**config.mk**
```make
export PLATFORM = sky130hd
export DESIGN_NAME = spike_packet_injector
export DESIGN_NICKNAME = d
export VERILOG_FILES = /design/src/rtl/spike_pkg.sv /design/src/rtl/injector_fifo.sv /design/src/rtl/spike_packet_injector.sv
export SDC_FILE = /design/constraint.sdc
export NUM_CORES = 1
export LEC_CHECK = 0
export CORE_MARGIN = 5
export CORE_UTILIZATION = 60
export DETAILED_ROUTE_END_ITERATION = 12
export PLACE_DENSITY = 0.79
export SLEW_MARGIN = 5
export SYNTH_ARGS = -nofsm -noshare
export SYNTH_HDL_FRONTEND = slang
export SYNTH_SLANG_ARGS = --single-unit
```
**constraint.sdc**
```tcl
create_clock -name clk -period 5.7 [get_ports clk]
set_clock_uncertainty 0.05 [all_clocks]
set_input_delay 1.14 -clock clk [delete_from_list [all_inputs] [get_ports clk]]
set_output_delay 1.14 -clock clk [all_outputs]
set_load 0.1 [all_outputs]
```
**src/rtl/spike_pkg.sv**
```systemverilog
// Shared spike packet field layout, default sizing and injector state encoding.
package spike_pkg;

  localparam int SPK_PACKET_WIDTH = 30;
  localparam int SPK_DX_MSB       = 29;
  localparam int SPK_DX_LSB       = 21;
  localparam int SPK_DY_MSB       = 20;
  localparam int SPK_DY_LSB       = 12;
  localparam int SPK_NUM_AXONS    = 256;
  localparam int SPK_NUM_TICKS    = 16;
  localparam int SPK_DEPTH        = 16;

  // Width of the axon or tick field for a given number of axons or ticks.
  function automatic int spk_field_width(input int n);
    return $clog2(n);
  endfunction

  typedef enum logic [1:0] {
    IDLE      = 2'd0,
    FILL      = 2'd1,
    DRAIN     = 2'd2,
    WAIT_DONE = 2'd3
  } inj_state_e;

endpackage

```
**src/rtl/injector_fifo.sv**
```systemverilog
// First-word-fall-through packet buffer: data_out shows the head whenever the buffer is not empty.
module injector_fifo #(
  parameter int DEPTH = 16,
  parameter int WIDTH = 30
) (
  input  logic                     clk,
  input  logic                     rst,
  input  logic                     w_en,
  input  logic                     r_en,
  input  logic [WIDTH-1:0]         data_in,
  output logic [WIDTH-1:0]         data_out,
  output logic                     full,
  output logic                     empty,
  output logic [$clog2(DEPTH):0]   count
);

  localparam int AW = $clog2(DEPTH);

  logic [WIDTH-1:0] mem_q [DEPTH];
  logic [AW-1:0]    wr_ptr_q, rd_ptr_q;
  logic [AW:0]      count_q;
  logic             do_wr, do_rd;

  assign full     = (count_q == (AW+1)'(DEPTH));
  assign empty    = (count_q == '0);
  assign count    = count_q;
  assign do_wr    = w_en && !full;
  assign do_rd    = r_en && !empty;
  // Forced to zero while empty so the output is deterministic after reset.
  assign data_out = empty ? '0 : mem_q[rd_ptr_q];

  always_ff @(posedge clk) begin
    if (do_wr) begin
      mem_q[wr_ptr_q] <= data_in;
    end
  end

  always_ff @(posedge clk) begin
    if (rst) begin
      wr_ptr_q <= '0;
      rd_ptr_q <= '0;
      count_q  <= '0;
    end else begin
      if (do_wr) wr_ptr_q <= wr_ptr_q + 1'b1;
      if (do_rd) rd_ptr_q <= rd_ptr_q + 1'b1;
      if (do_wr && !do_rd) begin
        count_q <= count_q + 1'b1;
      end else if (do_rd && !do_wr) begin
        count_q <= count_q - 1'b1;
      end
    end
  end

endmodule

```
**src/rtl/spike_packet_injector.sv**
```systemverilog
// Assembles host spike descriptors into router packets and feeds them to a core edge port, one frame at a time.
// Optional per-frame statistics outputs are enabled by defining SPIKE_INJECTOR_STATS_EN.
module spike_packet_injector
  import spike_pkg::*;
#(
  parameter int PACKET_WIDTH = SPK_PACKET_WIDTH,
  parameter int DX_MSB       = SPK_DX_MSB,
  parameter int DX_LSB       = SPK_DX_LSB,
  parameter int DY_MSB       = SPK_DY_MSB,
  parameter int DY_LSB       = SPK_DY_LSB,
  parameter int NUM_AXONS    = SPK_NUM_AXONS,
  parameter int NUM_TICKS    = SPK_NUM_TICKS,
  parameter int DEPTH        = SPK_DEPTH
) (
  input  logic                                 clk,
  input  logic                                 rst,
  input  logic                                 in_valid,
  output logic                                 in_ready,
  input  logic [DX_MSB-DX_LSB:0]               in_dx,
  input  logic [DY_MSB-DY_LSB:0]               in_dy,
  input  logic [spk_field_width(NUM_AXONS)-1:0] in_axon,
  input  logic [spk_field_width(NUM_TICKS)-1:0] in_tick,
  input  logic                                 frame_end,
  input  logic                                 core_done,
  output logic [PACKET_WIDTH-1:0]              dout,
  output logic                                 empty_out,
  input  logic                                 ren_in,
  output logic                                 busy,
  output logic                                 frame_done,
  output logic                                 underflow_err
`ifdef SPIKE_INJECTOR_STATS_EN
  ,
  output logic [15:0]                          pkt_count,
  output logic [15:0]                          stall_count
`endif
);

  localparam int AXW = spk_field_width(NUM_AXONS);
  localparam int TKW = spk_field_width(NUM_TICKS);
  localparam int CW  = $clog2(DEPTH) + 1;

  inj_state_e              state_q;
  logic                    busy_q, frame_done_q, underflow_q;
  logic [PACKET_WIDTH-1:0] pkt;
  logic                    fifo_full, fifo_empty;
  logic [CW-1:0]           fifo_count;
  logic                    accept, pop, drained;

  assign in_ready      = !fifo_full && (state_q == IDLE || state_q == FILL);
  assign accept        = in_valid && in_ready;
  assign pop           = ren_in && !fifo_empty;
  // No writes occur in DRAIN, so the last pop is the cycle the buffer empties.
  assign drained       = (fifo_count == '0) || (fifo_count == CW'(1) && pop);
  assign empty_out     = fifo_empty;
  assign busy          = busy_q;
  assign frame_done    = frame_done_q;
  assign underflow_err = underflow_q;

  always_comb begin
    pkt                     = '0;
    pkt[DX_MSB:DX_LSB]      = in_dx;
    pkt[DY_MSB:DY_LSB]      = in_dy;
    pkt[AXW+TKW-1:TKW]      = in_axon;
    pkt[TKW-1:0]            = in_tick;
  end

  injector_fifo #(
    .DEPTH (DEPTH),
    .WIDTH (PACKET_WIDTH)
  ) u_fifo (
    .clk      (clk),
    .rst      (rst),
    .w_en     (accept),
    .r_en     (ren_in),
    .data_in  (pkt),
    .data_out (dout),
    .full     (fifo_full),
    .empty    (fifo_empty),
    .count    (fifo_count)
  );

  always_ff @(posedge clk) begin
    if (rst) begin
      state_q      <= IDLE;
      busy_q       <= 1'b0;
      frame_done_q <= 1'b0;
    end else begin
      frame_done_q <= 1'b0;
      case (state_q)
        IDLE: begin
          if (accept) begin
            state_q <= frame_end ? DRAIN : FILL;
            busy_q  <= 1'b1;
          end else if (frame_end) begin
            frame_done_q <= 1'b1;
          end
        end
        FILL: begin
          if (frame_end) state_q <= DRAIN;
        end
        DRAIN: begin
          if (drained) state_q <= WAIT_DONE;
        end
        WAIT_DONE: begin
          if (core_done) begin
            state_q      <= IDLE;
            busy_q       <= 1'b0;
            frame_done_q <= 1'b1;
          end
        end
        default: state_q <= IDLE;
      endcase
    end
  end

  always_ff @(posedge clk) begin
    if (rst) begin
      underflow_q <= 1'b0;
    end else if (ren_in && fifo_empty) begin
      underflow_q <= 1'b1;
    end
  end

`ifdef SPIKE_INJECTOR_STATS_EN
  logic [15:0] pkt_count_q, stall_count_q;
  logic        frame_wrap;

  assign frame_wrap  = (state_q == WAIT_DONE) && core_done;
  assign pkt_count   = pkt_count_q;
  assign stall_count = stall_count_q;

  always_ff @(posedge clk) begin
    if (rst || frame_wrap) begin
      pkt_count_q   <= '0;
      stall_count_q <= '0;
    end else begin
      if (pop && pkt_count_q != 16'hFFFF) begin
        pkt_count_q <= pkt_count_q + 16'd1;
      end
      if (in_valid && !in_ready && state_q == FILL && stall_count_q != 16'hFFFF) begin
        stall_count_q <= stall_count_q + 16'd1;
      end
    end
  end
`endif

endmodule
```
[After elaboration in Yosys (flattened, before gate mapping)]
Memories as Yosys holds them, arrays and structs flattened. A register that Yosys moved wholly into a read port is not among the register bits.
Cells that the tools add are included.
Word-level totals
  input port bits: 36
  output and inout port bits: 35
  register bits: 18
  logic and storage cells: 61
  bits in writable memories: 480
  memories: 1
Memories
  u_fifo.mem_q: words 16, width 30, rd ports 1, clocked after memory_dff 1, write ports 1, line injector_fifo.sv:19  | logic [WIDTH-1:0] mem_q [DEPTH];
Operators by class
  reduce and logical (&&, ||, !) cells: 20
  muxes and demuxes: 20
  $add $sub $neg: 4
  eq/ne operators: 9
Operators with widths (number)
  30-bit two-way mux: 1
  2-bit two-way mux: 5
  5-bit two-way mux: 2
  4-bit by 1-bit adder with 4-bit output (second input constant): 2
  1-bit logical AND: 8
  4-bit two-way mux: 2
  2-bit case mux with 4 select lines: 1
  1-bit two-way mux: 7
  2-bit inequality test (second input constant): 3
  5-bit by 1-bit adder with 5-bit output (second input constant): 1
  5-bit by 1-bit equality test with 1-bit output (second input constant): 1
  5-bit equality test (second input constant): 1
  5-bit logical NOT: 1
  5-bit by 1-bit subtractor with 5-bit output (second input constant): 1
  2-bit equality test (second input constant): 2
  1-bit logical NOT: 4
  1-bit case mux with 2 select lines: 2
  4-bit AND reduction: 1
  2-bit nonzero test: 2
  3-bit AND reduction: 1
  2-bit by 1-bit equality test with 1-bit output (second input constant): 1
  2-bit logical NOT: 1
  1-bit logical OR: 2
  2-bit by 1-bit inequality test with 1-bit output (second input constant): 1

[Depth between registers and ports, before layout]
Gate-level depths: netlist of run 1.
  depth after elaboration: 9
  depth in mapped cells: 10
  mapped depth without buffers: 9

[Cells and area by module]
Synthesis of run 1 repeated with hierarchy kept, for this count alone.
Unflattened totals
  cells, all modules: 883
  area total of the unflattened synthesis: 19488.7 um^2
Modules (own cells, without submodules)
  injector_fifo: cells an instance 843, instances 1, area an instance 19140.9 um^2, seq. area each 14754.2 um^2
  spike_packet_injector: cells an instance 40, instances 1, area an instance 347.8 um^2, seq. area each 100.1 um^2

[Worst setup path before layout of run 1]
OpenSTA, ideal clock, no wires.
  path type: input-to-reg
  start: input port in_valid
  end: memory u_fifo.mem_q[0][0] (enable)
  stages: 4
  path slack: 1.418 ns
  data required time: 5.195 ns
  arrival: 3.777 ns
  setup time: 0.455 ns
  buffers on the path: 0
  path through: o21ai_0 > nor2_1 > nand2_1 > nor3_1
On the way
  longest elaborated chain between the ends: 4
Ends and longest elaborated chain
  from (decl): line spike_packet_injector.sv:17  | input logic in_valid,
  1-bit logical AND: line spike_packet_injector.sv:50  | assign accept = in_valid && in_ready;
  1-bit logical AND: line injector_fifo.sv:27  | assign do_wr = w_en && !full;
  named net u_fifo.do_wr: line injector_fifo.sv:22  | logic do_wr, do_rd;
  1-bit two-way mux: line injector_fifo.sv:33  | if (do_wr) begin
  1-bit two-way mux (not written as such): line injector_fifo.sv:34  | mem_q[wr_ptr_q] <= data_in;
  to (decl): line injector_fifo.sv:19
The timed path passes the listed nets, and every way through them passes these cells.

[Worst setup path after layout of run 1]
  start: register u_fifo.count_q[0], in the netlist u_fifo.count[0]
  end: output port dout[21]
On the way
  longest elaborated chain between the ends: 2
Ends and longest elaborated chain
  from (decl): line injector_fifo.sv:21  | logic [AW:0] count_q;
  from (signal assigned): line injector_fifo.sv:47  | count_q <= count_q + 1'b1;
  from (signal assigned): line injector_fifo.sv:49  | count_q <= count_q - 1'b1;
  5-bit logical NOT: line injector_fifo.sv:25  | assign empty = (count_q == '0);
  30-bit two-way mux: line injector_fifo.sv:30  | assign data_out = empty ? '0 : mem_q[rd_ptr_q];
  to (decl): line spike_packet_injector.sv:25  | output logic [PACKET_WIDTH-1:0] dout,
Every way passes these cells.

==> impl_metrics.json, run 1 <==
{
  "outcome": "complete, no violations",
  "max_cap_violations": 0,
  "cts_setup_buffers": 0,
  "rsz0062_at_grt": "no",
  "place_congestion": 0.758,
  "synthTopCellsByArea": "edfxtp_1 74%, mux4_2 14%, nand3_1 2.5%",
  "cts_tree": "yes",
  "maxSlewHeadroom": 0.255,
  "worst-path-stages": 9,
  "cp_num_buf_inv": 4,
  "crit_top_cell": "buf_4",
  "worstPathCellList": "inv_1 -> ha_1 -> or4b_4 -> clkinv_2 -> nor3b_4 -> buf_4 -> a22oi_1 -> nand3_1 -> buf_4",
  "leakagePower_nw": 6.86,
  "synth_edf_count": 480,
  "synthTopCellsByCount": "480 x edfxtp_1, 120 x mux4_2, 95 x nand3_1",
  "io_buffer_count": 70,
  "antenna_found_initial": 1,
  "synth-async-reset-ratio": 0,
  "max_slew.worst_pin.slew_ns": 1.12,
  "hold_viol": 0,
  "switching_share": 0.371,
  "combPwrFrac": 0.354,
  "power.internal_mw": 7.03,
  "postLayoutCellArea_um2": 22000,
  "drt_iter0_markers": 954,
  "vias_per_cell": 6.58,
  "yosys_most_used_dff": "edfxtp_1",
  "synthCells": 919,
  "grt_usage": 0.232,
  "whs_ns": 0.426,
  "hp-start": "busy",
  "period_minus_slack_ns": 4.90,
  "ir_worst_vdd_v": 0.000521,
  "ys_warn_count": 0,
  "cts_resized": 0,
  "fin_setup_tns_ns": 0,
  "grt_pass1_vias": 9963,
  "overflow": 0,
  "clock_path_buffers": 3,
  "worstSkewPairLatency_ns": 0.54,
  "diodes": 0,
  "hp-class": "reg -> reg",
  "post_dp_cell_area_um2": 20600,
  "hpwl_mm": 21.2,
  "reg2reg_from": "u_fifo.count[0]",
  "slowest_stage": "or4b_4",
  "die_x_um": 190,
  "yosysMostFrequentCell": "edfxtp_1",
  "max_stage_delay_ns": 0.79,
  "hold_buffers": 0,
  "die_h_um": 190,
  "whs_path_depth": 2,
  "setup_violations": 0,
  "fp-row-count": 65,
  "finalWirelength_mm": 40.8,
  "syn_area_per_cell_um2": 21.1,
  "rrSetupSlack_ns": 2.41,
  "synth.distinct_cells": 40,
  "vias": 9548,
  "wl_per_cell_um": 28.1,
  "final_nets": 1065,
  "syn_to_final_growth_pct": 13.5,
  "ioPinCount": 71,
  "grt_max_degree": 66,
  "power_mw": 11.2,
  "rr_worst_depth": 7,
  "final_cells": 1450,
  "cts_made_buffers": 48,
  "fmax_mhz": 204,
  "netlist.area_leader.share": 0.744,
  "start_util": 0.611,
  "power.density_nw_per_um2": 508,
  "critPathTopFamily": "simple AND/OR/NAND/NOR gates",
  "drc_errors": 0,
  "core_um2": 31700,
  "drt-pass1-iter-count": 5,
  "cts.sinks": 502,
  "rr_endpoint": "u_fifo.mem_q[5][29]",
  "ant_nets": 0,
  "die-area_um2": 36000,
  "p_switching_mw": 4.15,
  "whs_endpoint": "busy",
  "seq_power_share": 0.387,
  "root_buffer": "clkbuf_16",
  "cp_max_fo": 65,
  "dp_cells": 1366,
  "clk_pin_slew_worst_paths_ns": 0.06,
  "cp-start-kind": "flop",
  "clock_power_share": 0.259,
  "syn_area_um2": 19400,
  "endpoint_kind": "output pin",
  "ys_ff_latch": 502,
  "fin_crit_sh": 0.859,
  "htreeDepth": 2,
  "grt_pass1_wl_mm": 61.8,
  "synth_nets": 970,
  "synth-seq-area-share": 0.766,
  "slew_viol_final": 0,
  "cp.arrival_ns": 3.71,
  "drive_above_1_share": 0.261,
  "cp.required_ns": 4.51,
  "yosys.area.top_type": "edfxtp_1",
  "worstSetupPathType": "reg -> out"
}
[cells in the final DEF (no fill, tap or decap), drive strengths merged, types with 6 or more instances in the layout]
master,count
edfxtp,480
nor2,29
clkbuf,64
a21oi,12
clkinv,18
ha,15
a22oi,30
nand3,95
nand2,9
xor2,6
inv,10
mux4,120
buf,56
nor3,6
dfxtp,22
clkdlybuf4s50,40
[through the flow]
stage                     utilization  setup slack, ns
after floorplan                     -             1.42
after global placement          0.649             1.53
after detailed placement        0.649             1.43
after CTS                       0.693            0.803
after global routing            0.693            0.656
final                           0.693            0.801
[worst register-to-register path: cells and delay by family (launching register included)]
kind / cells / cell delay [ns]
DFF: 1 / 0.43
and+or+nand+nor: 4 / 1.75
buffers and inverters: 2 / 0.49
adders and majority gates: 1 / 0.25
[worst max-delay path by stage]
| stage | endpoint | slack (ns) | startpoint |
|---|---|---|---|
| floorplan | u_fifo.mem_q[0][0] | 1.42 | in_valid |
| global placement | dout[21] | 1.53 | u_fifo.count[0] |
| detailed placement | dout[21] | 1.43 | u_fifo.count[0] |
| CTS | dout[21] | 0.80 | u_fifo.count[0] |
| global route | dout[21] | 0.66 | u_fifo.count[0] |
| finish | dout[21] | 0.80 | u_fifo.count[0] |
[final cells by class]
cell class,instances,area [um2]
flip-flops and latches,502,14900
fillers,1916,9730
clock buffers,64,1280
well taps,402,503
multi-input cells,357,4360
clock inverters,20,126
repair buffers,96,821
inverters,9,35.0
[logic make-up (layout without fill, tap and decap cells)]
kind of cell,Yosys count,in the layout,share of synthesized area
mux,123,123,0.141
fa+ha+maj,15,15,0.00968
simple gates,157,157,0.0412
flops,502,502,0.766
xor+xnor,10,10,0.00452
buf+inv,60,189,0.0153
compound gates,52,52,0.0219
[power groups by stage]
stage          Combinational [mW]  Clock (mW)  Sequential (mW)
2_1_floorplan                3.11           0             4.41
3_3_place_gp                 3.92           0             4.39
3_5_place_dp                 3.96           0             4.40
4_1_cts                      4.00        2.93             4.33
5_1_grt                      4.16        3.10             4.34
6_report                     3.96        2.89             4.33
[registers in the layout (all words and copies together) (netlist names), named ones only]
name / cells
frame_done: 1
underflow_err: 1
state_q: 2
busy: 1
u_fifo.wr_ptr_q: 4
u_fifo.count: 5
u_fifo.mem_q: 480
u_fifo.rd_ptr_q: 4
[per-layer routing]
layer | routed length [um] | vias up | track usage
li1 | - | 4010 | -
met1 | 16000 | 4981 | 0.328
met2 | 20700 | 491 | 0.384
met3 | 3420 | 64 | 0.0457
met4 | 693 | 2 | 0.0520
met5 | 11 | - | 0
No activity file was read; power rests on OpenSTA's default activity.
==> run 2: changes to the inputs <==
--- a/config.mk
+++ b/config.mk
@@ -5,6 +5,7 @@
 export SDC_FILE = /design/constraint.sdc
 export NUM_CORES = 1
 export LEC_CHECK = 0
+export ABC_CLOCK_PERIOD_IN_PS = 5700
 export CORE_MARGIN = 5
 export CORE_UTILIZATION = 60
 export DETAILED_ROUTE_END_ITERATION = 12
==> results of run 2 <==
Final layout, timing and power as in run 1 (identical DEF).
